**config.mk**
```make
export PLATFORM = sky130hd
export DESIGN_NAME = maindec_fsm
export DESIGN_NICKNAME = d
export VERILOG_FILES = /design/src/rtl/mips_pkg.sv /design/src/rtl/maindec_outdec.sv /design/src/rtl/maindec_fsm.sv
export SDC_FILE = /design/constraint.sdc
export NUM_CORES = 1
export LEC_CHECK = 0
export ABC_AREA = 1
export ABC_CLOCK_PERIOD_IN_PS = 1600
export BUFFER_PORTS_ARGS = -buffer_cell sky130_fd_sc_hd__buf_2
export CAP_MARGIN = 20
export CORE_AREA = 2 2 39 41
export DETAILED_ROUTE_END_ITERATION = 8
export DIE_AREA = 0 0 41 43
export HOLD_SLACK_MARGIN = 0.12
export PLACE_DENSITY = 0.71
export SLEW_MARGIN = 20
export SYNTH_ARGS = -nofsm -noshare
export SYNTH_HDL_FRONTEND = slang
export SYNTH_SLANG_ARGS = --single-unit
```
**constraint.sdc**
```tcl
create_clock -name clk -period 1.6 [get_ports clk]
set_clock_uncertainty 0.05 [all_clocks]
set_input_delay 0.16 -clock clk [delete_from_list [all_inputs] [get_ports clk]]
set_output_delay 0.16 -clock clk [all_outputs]
set_load 0.05 [all_outputs]
```
**src/rtl/mips_pkg.sv**
```systemverilog
// Shared types and constants for the multicycle MIPS main controller.
// Optional feature macro: MAINDEC_JUMP_EN (adds the JEX jump state).
package mips_pkg;

  typedef enum logic [3:0] {
    FETCH   = 4'd0,
    DECODE  = 4'd1,
    MEMADR  = 4'd2,
    MEMRD   = 4'd3,
    MEMWB   = 4'd4,
    MEMWR   = 4'd5,
    RTYPEEX = 4'd6,
    RTYPEWB = 4'd7,
    BEQEX   = 4'd8,
    ADDIEX  = 4'd9,
    ADDIWB  = 4'd10,
    JEX     = 4'd11
  } statetype;

  localparam logic [5:0] OP_LW    = 6'b100011;
  localparam logic [5:0] OP_SW    = 6'b101011;
  localparam logic [5:0] OP_RTYPE = 6'b000000;
  localparam logic [5:0] OP_BEQ   = 6'b000100;
  localparam logic [5:0] OP_ADDI  = 6'b001000;
  localparam logic [5:0] OP_J     = 6'b000010;

  localparam logic [1:0] ALUOP_ADD   = 2'b00;
  localparam logic [1:0] ALUOP_SUB   = 2'b01;
  localparam logic [1:0] ALUOP_FUNCT = 2'b10;

  typedef struct packed {
    logic       pcwrite;
    logic       branch;
    logic       iord;
    logic       memwrite;
    logic       irwrite;
    logic       regdst;
    logic       memtoreg;
    logic       regwrite;
    logic       alusrca;
    logic [1:0] alusrcb;
    logic [1:0] pcsrc;
    logic [1:0] aluop;
  } ctrl_t;

endpackage

```
**src/rtl/maindec_outdec.sv**
```systemverilog
// Moore output decode: (state, memready) -> 15-bit control word.
// Optional feature macro: MAINDEC_JUMP_EN (decodes the JEX state).
module maindec_outdec
  import mips_pkg::*;
(
  input  statetype state,
  input  logic     memready,
  output ctrl_t    ctrl
);

  // Per-state control word; anything not set stays 0.
  always_comb begin
    ctrl = '0;
    case (state)
      FETCH: begin
        ctrl.alusrcb = 2'b01;
        ctrl.irwrite = memready;
        ctrl.pcwrite = memready;
      end
      DECODE: ctrl.alusrcb = 2'b11;
      MEMADR, ADDIEX: begin
        ctrl.alusrca = 1'b1;
        ctrl.alusrcb = 2'b10;
      end
      MEMRD: ctrl.iord = 1'b1;
      MEMWB: begin
        ctrl.memtoreg = 1'b1;
        ctrl.regwrite = 1'b1;
      end
      MEMWR: begin
        ctrl.iord     = 1'b1;
        ctrl.memwrite = 1'b1;
      end
      RTYPEEX: begin
        ctrl.alusrca = 1'b1;
        ctrl.aluop   = ALUOP_FUNCT;
      end
      RTYPEWB: begin
        ctrl.regdst   = 1'b1;
        ctrl.regwrite = 1'b1;
      end
      BEQEX: begin
        ctrl.alusrca = 1'b1;
        ctrl.aluop   = ALUOP_SUB;
        ctrl.pcsrc   = 2'b01;
        ctrl.branch  = 1'b1;
      end
      ADDIWB: ctrl.regwrite = 1'b1;
`ifdef MAINDEC_JUMP_EN
      JEX: begin
        ctrl.pcsrc   = 2'b10;
        ctrl.pcwrite = 1'b1;
      end
`endif
      default: ctrl = '0;
    endcase
  end

endmodule

```
**src/rtl/maindec_fsm.sv**
```systemverilog
// Multicycle MIPS main controller with memory-ready stalls.
// Optional feature macro: MAINDEC_JUMP_EN (j instruction support).
module maindec_fsm
  import mips_pkg::*;
(
  input  logic       clk,
  input  logic       reset_n,
  input  logic [5:0] op,
  input  logic       memready,
  output logic       pcwrite,
  output logic       branch,
  output logic       iord,
  output logic       memwrite,
  output logic       irwrite,
  output logic       regdst,
  output logic       memtoreg,
  output logic       regwrite,
  output logic       alusrca,
  output logic [1:0] alusrcb,
  output logic [1:0] pcsrc,
  output logic [1:0] aluop,
  output logic       illegal
);

  statetype state, next;
  logic     bad_op;
  ctrl_t    ctrl, ctrl_g;

  // State register; reset aborts any instruction back to FETCH.
  always_ff @(posedge clk or negedge reset_n) begin
    if (!reset_n) state <= FETCH;
    else          state <= next;
  end

  // Next-state logic and illegal-opcode detection in DECODE.
  always_comb begin
    next   = state;
    bad_op = 1'b0;
    case (state)
      FETCH:   if (memready) next = DECODE;
      DECODE: begin
        unique case (op)
          OP_LW, OP_SW: next = MEMADR;
          OP_RTYPE:     next = RTYPEEX;
          OP_BEQ:       next = BEQEX;
          OP_ADDI:      next = ADDIEX;
`ifdef MAINDEC_JUMP_EN
          OP_J:         next = JEX;
`endif
          default: begin
            next   = FETCH;
            bad_op = 1'b1;
          end
        endcase
      end
      MEMADR:  next = (op == OP_LW) ? MEMRD : MEMWR;
      MEMRD:   if (memready) next = MEMWB;
      MEMWR:   if (memready) next = FETCH;
      RTYPEEX: next = RTYPEWB;
      ADDIEX:  next = ADDIWB;
      default: next = FETCH;
    endcase
  end

  maindec_outdec u_outdec (
    .state    (state),
    .memready (memready),
    .ctrl     (ctrl)
  );

  // Hold every output low while reset is asserted.
  always_comb begin
    ctrl_g = reset_n ? ctrl : '0;
  end

  assign pcwrite  = ctrl_g.pcwrite;
  assign branch   = ctrl_g.branch;
  assign iord     = ctrl_g.iord;
  assign memwrite = ctrl_g.memwrite;
  assign irwrite  = ctrl_g.irwrite;
  assign regdst   = ctrl_g.regdst;
  assign memtoreg = ctrl_g.memtoreg;
  assign regwrite = ctrl_g.regwrite;
  assign alusrca  = ctrl_g.alusrca;
  assign alusrcb  = ctrl_g.alusrcb;
  assign pcsrc    = ctrl_g.pcsrc;
  assign aluop    = ctrl_g.aluop;
  assign illegal  = reset_n & bad_op;

endmodule

```
# Word-level counts from Yosys, hierarchy flattened
# Cells that the tools add are included.
[word_totals]
out_inout_bits = 16
inputBits = 9
word_cells = 48
regBits = 4
[classes]
reduce_logical = 9
n_mux = 20
eq_ne = 17
bitwise = 1
[ops]
columns = ["op", "n"]
rows = [
  ["$pmux 4 s7", 1],
  ["$eq 4x3->1 const B", 4],
  ["$pmux 4 s4", 1],
  ["$mux 15", 1],
  ["$eq 4x4->1 const B", 3],
  ["$eq 6x6->1 const B", 2],
  ["$mux 4", 3],
  ["$mux 1", 11],
  ["$eq 4x2->1 const B", 2],
  ["$eq 6x3->1 const B", 1],
  ["$eq 6x4->1 const B", 1],
  ["$logic_not 6->1", 1],
  ["$ne 2x2->1 const B", 3],
  ["$pmux 2 s3", 1],
  ["$reduce_or 2->1", 3],
  ["$reduce_or 5->1", 1],
  ["$eq 4x1->1 const B", 1],
  ["$logic_not 4->1", 1],
  ["$pmux 2 s2", 1],
  ["$reduce_or 4->1", 1],
  ["$mux 3", 1],
  ["$reduce_and 3->1", 1],
  ["$reduce_or 3->1", 1],
  ["$and 1x1->1", 1],
]

# Longest topological paths before layout
# Gate-level depths: netlist of the first run.
[logic_depth]
word_depth = 5
depth_mapped = 8
mapped_depth_nobuf = 8

# Hierarchy
# From an unflattened synthesis of the first run, not the netlist that was laid out.
[unflattened]
cells_unflattened = 137
hier_area_um2 = 685.7
[modules_own_cells]
columns = ["module", "seq_area_each_um2", "cells_each", "n_inst", "area_per_inst_um2"]
rows = [
  ["maindec_fsm", 100.1, 100, 1, 516.7],
  ["maindec_outdec", 0.0, 37, 1, 168.9],
]

# Worst setup path after synthesis of the first run
# Ideal clock, no wire load.
[synth_path]
kind = "reg2out"
from = "register state[3]"
to = "output port pcwrite"
path_slack_ns = -0.797
path_buffers = 1
t_required_ns = 1.390
path_stages_with_launch = 5
arrival_ns = 2.187
path_cell_list = "dfrtp_1 nor2_1 nand2_1 nor3_1 buf_4"
[synth_between]
elab_chain_cells = 3
[synth_rtl]
columns = ["item", "line", "text"]
rows = [
  ["start, declared", "maindec_fsm.sv:25", "statetype state, next;"],
  ["start signal, assigned", "maindec_fsm.sv:32", "else state <= next;"],
  ["$logic_not 4->1", "maindec_outdec.sv:14", "case (state)"],
  ["$mux 1", "maindec_outdec.sv:14", ""],
  ["$mux 15", "maindec_fsm.sv:73", "ctrl_g = reset_n ? ctrl : '0;"],
  ["end, declared", "maindec_fsm.sv:10", "output logic pcwrite,"],
]
# Every way passes these cells.

# Final worst setup path of the first run
[layout_path]
from = "register state[3]"
to = "output port alusrca"
[layout_between]
elab_chain_cells = 4
elab_cells_between_ends = 7
classes_between = "eq/ne (4); mux (2); reduce/logical (1)"
[layout_rtl]
columns = ["item", "line", "text"]
rows = [
  ["$eq 4x2->1, or another cell as far along", "maindec_outdec.sv:14", ""],
  ["$reduce_or 4->1 (no source line) (*)", "--", ""],
  ["$mux 1 (*)", "maindec_outdec.sv:14", ""],
  ["$mux 15 (*)", "maindec_fsm.sv:73", ""],
  ["end, declared", "maindec_fsm.sv:18", "output logic alusrca,"],
]
# Every way passes the cells marked *; elsewhere a longest branch is shown, timed or not.

==> flow_metrics.tcl, run 1 <==
set metrics [dict create \
    vias_per_cell 4.91 \
    clock_latency_ps 240 \
    pwr_density_cell_nw_per_um2 1230 \
    finalNetCount 141 \
    synth-edff-count 0 \
    arrival_ps 1430 \
    worst_slew_pin_slew_ps 577 \
    critical_path_class "flip-flop to output pin" \
    cp_cell_sequence "inv_2 -> nand2_2 -> nor2_4 -> inv_2 -> nand2_2 -> nor2_2 -> a21oi_2 -> buf_6" \
    slew_violations 0 \
    cp-start-kind "flip-flop" \
    dp_slack_ps 97.6 \
    grtUsageTotal_pct 21.1 \
    drc 0 \
    cts.clk_slew.worst_paths_ps 40 \
    layout_min_cycle_time_ps 1640 \
    vias 717 \
    required_ps 1390 \
    largest_register "state" \
    crit_path_max_fanout 4 \
    row_count 14 \
    io_buffers 23 \
    async_flop_share_pct 100 \
    syn-mean-instance-area_sq_um 5.57 \
    synthFlopType "dfrtp_1" \
    fin_util_pct 64.6 \
    maxClockFrequency_mhz 609 \
    areaGrowthSynthToFinish_pct 63.8 \
    routedWlPerCell_um 11.3 \
    grt_pass1_vias 656 \
    crit_path_top_delay_cell "dfrtp_1" \
    layout_setup_ws_ps -41.5 \
    ir_drop_uv 696 \
    clk_path_buf_depth 2 \
    core_region_area_sq_um 1380 \
    clock-sinks 4 \
    post-route-period-util_pct 103 \
    syn_area_sq_um 546 \
    cts_buffers 3 \
    grt_overflow 0 \
    drive_gt1_share_pct 55.4 \
    place_inst 133 \
    drtIter0Drc 8 \
    h-tree-depth 1 \
    rsz0062_at_grt "true" \
    grt_antenna_before_repair 0 \
    synth-seq-cells 4 \
    root_buffer "clkbuf_4" \
    grt_max_degree 13 \
    layoutNonFillerInstCount 146 \
    ant_nets 0 \
    start_util_pct 39.4 \
    synth.net_count 107 \
    relSlewSlack_pct 61.5 \
    drt_wl_total_um 1650 \
    largest_reg_flops 4 \
    cts_tree "done" \
    gp_congestion 0.847 \
    setup_violations 2 \
    drtPass1Iterations 4 \
    yosys_warnings 0 \
    syn-instance-count 98 \
    p_leak_nw 0.453 \
    endpoint_kind "output pin" \
    diodes 0 \
    ys_seq_area_share_pct 18.3 \
    dp_hpwl_um 1140 \
    hold_path.class "primary input to flip-flop" \
    outcome "complete, but fails checks" \
    violations "negative setup slack" \
    critPathMaxStageDelay_ps 410 \
    max-cap-violations 0 \
    hold_viol 0 \
    die_w_um 41 \
    die_y_um 43 \
    top_regs "state x4" \
    die-area_sq_um 1760 \
    grt_first_pass_wirelength_um 2590 \
    synth.distinct_cells 21 \
    ios 25 \
]
==> Yosys cell counts, types with 2 or more instances <==
| library cell | instances | area share, % |
|---|---|---|
| inv_2 | 6 | 4.1 |
| dfrtp_1 | 4 | 18 |
| buf_4 | 3 | 4.1 |
| nand3_1 | 5 | 4.6 |
| nor2_2 | 3 | 3.4 |
| nand2_1 | 26 | 18 |
| nor2_1 | 20 | 14 |
| nand2_2 | 5 | 5.7 |
| nor3_1 | 2 | 1.8 |
| inv_1 | 8 | 5.5 |
| nor2_4 | 3 | 6.2 |
| a21oi_1 | 4 | 3.7 |
==> layer usage <==
layer | track usage [%] | up-vias | wire length (um)
met4 | 12.7 | 0 | 30
met2 | 34.4 | 21 | 870
met3 | 3.66 | 4 | 60
met1 | 23.9 | 333 | 687
met5 | 0 | - | 0
li1 | - | 359 | -
==> worst paths after layout <==
| kind | endpoint | slack [ps] | from | cells past startpoint |
|---|---|---|---|---|
| setup / recovery | alusrca | -40 | state[3] | 8 |
| hold / removal | state[1] | 250 | memready | 4 |
| setup reg to reg | state[2] | 330 | state[1] | 8 |
| hold reg to reg | state[2] | 550 | state[2] | 2 |
| max in group asynchronous | state[2] | 1030 | reset_n | 2 |
| min in group asynchronous | state[3] | 280 | reset_n | 2 |
==> kinds of logic (layout without fill, tap and decap cells) <==
group                  Yosys count  count (layout)  share of synthesized area (%)
other                            1               1                          0.687
buffers and inverters           19              51                           15.1
DFF                              4               4                           18.3
AOI/OAI and AO/OA                7               7                           7.34
and+or+nand+nor                 67              67                           58.5
==> worst max-delay path: cells and delay by family, from the launching register on <==
| kind | cells | cell delay (ps) |
|---|---|---|
| AO/OA/AOI/OAI | 1 | 130 |
| buffers and inverters | 3 | 370 |
| flip-flops | 1 | 410 |
| AND/OR/NAND/NOR | 4 | 300 |
==> timing repair <==
item / CTS / global route
setup buffers: 4 / 5
setup endpoints to repair: 10 / 14
pin swaps: 1 / 5
hold endpoints to repair: 4 / 4
resized for setup: 20 / 17
==> through the flow <==
stage	power (mW)	TNS, ps	cell area (sq um)	hold slack, ps
after global routing	1.18	-506	893	291
after CTS	0.986	-88.9	803	-316
final	1.10	-56.2	893	245
after detailed placement	0.761	0	697	-69.1
after floorplan	0.655	-135	588	-186
after global placement	0.755	0	697	-69.1
==> cell type report <==
cell class / instances / area [sq um]
Multi-Input combinational cell: 75 / 428
Fill cell: 112 / 490
Inverter: 15 / 58.8
Clock buffer: 3 / 22.5
Timing Repair Buffer: 33 / 262
Tap cell: 16 / 20.0
Sequential cell: 4 / 103
==> power breakdown <==
group | total [mW] | switching (mW) | internal, mW
Sequential | 0.171 | 0.0428 | 0.128
Clock | 0.125 | 0.0412 | 0.0839
Combinational | 0.806 | 0.501 | 0.305
==> cell usage in the layout, fill, tap and decap left out <==
cell type / count
inv_1: 8
buf_4: 13
dfrtp_2: 2
nand4_1: 1
buf_2: 9
nor2_4: 5
a21oi_1: 2
a21oi_2: 3
buf_6: 9
nand2_1: 22
nor3_2: 1
nand2_4: 1
nor2_1: 14
conb_1: 1
nor3_4: 1
nor2_2: 7
inv_2: 5
nand3_2: 1
inv_4: 1
dlygate4sd3_1: 1
nand3_1: 5
dfrtp_1: 2
a31oi_2: 1
clkinv_1: 1
o21ai_0: 1
clkbuf_4: 4
nand2_2: 9
(Power assumes the default switching activity.)
==> run 2: changes to the inputs <==
--- a/config.mk
+++ b/config.mk
@@ -8,12 +8,13 @@
 export ABC_AREA = 1
 export ABC_CLOCK_PERIOD_IN_PS = 1600
 export BUFFER_PORTS_ARGS = -buffer_cell sky130_fd_sc_hd__buf_2
-export CAP_MARGIN = 20
+export CAP_MARGIN = 0
 export CORE_AREA = 2 2 39 41
 export DETAILED_ROUTE_END_ITERATION = 8
 export DIE_AREA = 0 0 41 43
 export HOLD_SLACK_MARGIN = 0.12
 export PLACE_DENSITY = 0.71
+export SETUP_SLACK_MARGIN = 0.4
 export SLEW_MARGIN = 20
 export SYNTH_ARGS = -nofsm -noshare
 export SYNTH_HDL_FRONTEND = slang
==> run 2 against run 1 <==
Effect of this change: the run still ends with negative setup slack left; fmax shrank 0.78%; cell count grew 5.5%; register-to-register slack lost 200 ps; power grew 29%; setup slack lost 13 ps; clock-buffer cell count grew 1; sequential share of layout area shrank 2.4 points; flip-flop and latch count is the same; critical endpoint unchanged; largest cell class unchanged; highest routed layer unchanged.
==> flow_metrics.tcl, run 2 (synthesis gave the netlist of run 1 again) <==
set metrics [dict create \
    min_to "state[1]" \
    areaGrowthSynthToFinish_pct 110 \
    layout_min_cycle_time_ps 1650 \
    die_w_um 41 \
    final_cell_mix "buf_6 (16), nor2_4 (15), nand2_1 (15)" \
    cp-start-kind "flip-flop" \
    outcome "complete, but fails checks" \
    clock_latency_ps 230 \
    holdPathStages 4 \
    largest_register "state" \
    dp_slack_ps 52.3 \
    start_util_pct 39.4 \
    post-route-period-util_pct 103 \
    pwr_density_cell_nw_per_um2 1240 \
    final_common_cell "buf_6" \
    maxClockFrequency_mhz 604 \
    required_ps 1390 \
    rr_startpoint "state[1]" \
    hold_viol 0 \
    cts.clk_slew.worst_paths_ps 40 \
    layout_setup_ws_ps -54.4 \
    max-cap-violations 0 \
    row_count 14 \
    drc 0 \
    endpoint_kind "output pin" \
    grt_max_degree 13 \
    root_buffer "clkbuf_4" \
    clk_path_buf_depth 2 \
    p_leak_nw 0.526 \
    gp_congestion 0.895 \
    p_seq_share_pct 13.9 \
    arrival_ps 1440 \
    crit_path_max_fanout 4 \
    ir_drop_uv 910 \
    violations "negative setup slack" \
    drive_gt1_share_pct 68.1 \
    dp_hpwl_um 1240 \
    hold_path.class "primary input to flip-flop" \
    routedWlPerCell_um 13.0 \
    multi_input_area_sq_um 567 \
    nFillCells 92 \
    ant_nets 0 \
    drtPass1Iterations 4 \
    critical_path_class "flip-flop to output pin" \
    layoutNonFillerInstCount 154 \
    drt_wl_total_um 2000 \
    grt_first_pass_wirelength_um 2950 \
    clkPwrFrac_pct 9.5 \
    vias_per_cell 4.86 \
    grtUsageTotal_pct 24.2 \
    rsz0062_at_grt "true" \
    h-tree-depth 1 \
    cts_buffers 3 \
    core_region_area_sq_um 1380 \
    hp-start "memready" \
    grt_pass1_vias 726 \
    reg2reg_to "state[2]" \
    rrSetupSlack_ps 130 \
    die-area_sq_um 1760 \
    top_regs "state x4" \
    setup_violations 6 \
    slew_violations 0 \
    grt_antenna_before_repair 0 \
    cts_tree "done" \
    die_y_um 43 \
    finalNetCount 148 \
    diodes 0 \
    vias 749 \
    p_switching_uw 726 \
    regArea_sq_um 104 \
    ios 25 \
    grt_overflow 0 \
    largest_reg_flops 4 \
    clock-sinks 4 \
    place_inst 135 \
    p_comb_share_pct 76.6 \
    io_buffers 23 \
    drtIter0Drc 8 \
    r2r_cells 8 \
    switching_share_pct 51.1 \
    intPower_uw 693 \
]
[run 2: cell types whose count changed in the layout (fill, tap and decap cells not counted), moves of 3 or more]
cell / change
nand2_1: -7
a21oi_2: -3
buf_6: +7
a21oi_4: +3
nor2_2: -4
nor2_1: -6
nand2_2: +3
nand2_4: +4
buf_8: +3
nor2_4: +10
[run 2: metal layers]
layer | track usage [%] | vias to the layer above | share of wire [%]
met5 | 0 | - | 0
met3 | 2.09 | 10 | 3.6
met4 | 16.0 | 0 | 4.6
met1 | 27.1 | 338 | 34
met2 | 40.3 | 25 | 57
li1 | - | 376 | -
[run 2: power by group through the flow]
stage	clock network, mW	registers [mW]	logic (mW)
4_1_cts	0.145	0.187	0.898
3_5_place_dp	0	0.173	0.710
5_1_grt	0.146	0.199	1.15
6_report	0.135	0.197	1.09
3_3_place_gp	0	0.171	0.699
2_1_floorplan	0	0.168	0.604
[run 2: final cells by class]
cell class | instances | share of cell area, %
multi-input combinational | 75 | 49.6
tap | 16 | 1.75
timing repair buffer | 40 | 31.9
inverter | 15 | 5.36
sequential | 4 | 9.08
clock buffer | 4 | 2.30
[run 2: worst max-delay path by stage]
stage                     startpoint  endpoint  cells past startpoint
after floorplan             state[2]   pcwrite                      4
final                       state[3]   alusrca                      8
after detailed placement    state[0]   alusrca                      8
after global placement      state[0]   alusrca                      8
after CTS                   state[3]  regwrite                      5
after global routing        state[3]   alusrca                      8
[run 2: critical path, stage by stage (launching register included)]
cell	delay (ps)
dfrtp_1	400
inv_2	130
nand2_2	90
nor2_4	130
inv_2	50
nand2_2	70
nor2_2	50
a21oi_4	120
buf_6	170
[run 2: per-stage QoR]
stage	setup TNS [ps]	instance area (sq um)	power (mW)	utilization (%)	hold WS (ps)
2_1_floorplan	-29.2	702	0.772	-	-186
3_3_place_gp	0	817	0.870	59.0	-67.0
3_5_place_dp	0	817	0.883	59.0	-65.2
4_1_cts	-84.0	1050	1.23	75.7	222
5_1_grt	-634	1140	1.49	82.6	289
6_report	-164	1140	1.42	82.6	264
[run 2: timing repair]
action	CTS	global route
setup endpoints to repair	18	18
hold buffers	1	0
pin swaps	5	7
gates cloned	0	0
buffers inserted	9	5
gates resized for setup	41	17
endpoints found under the hold margin	4	0
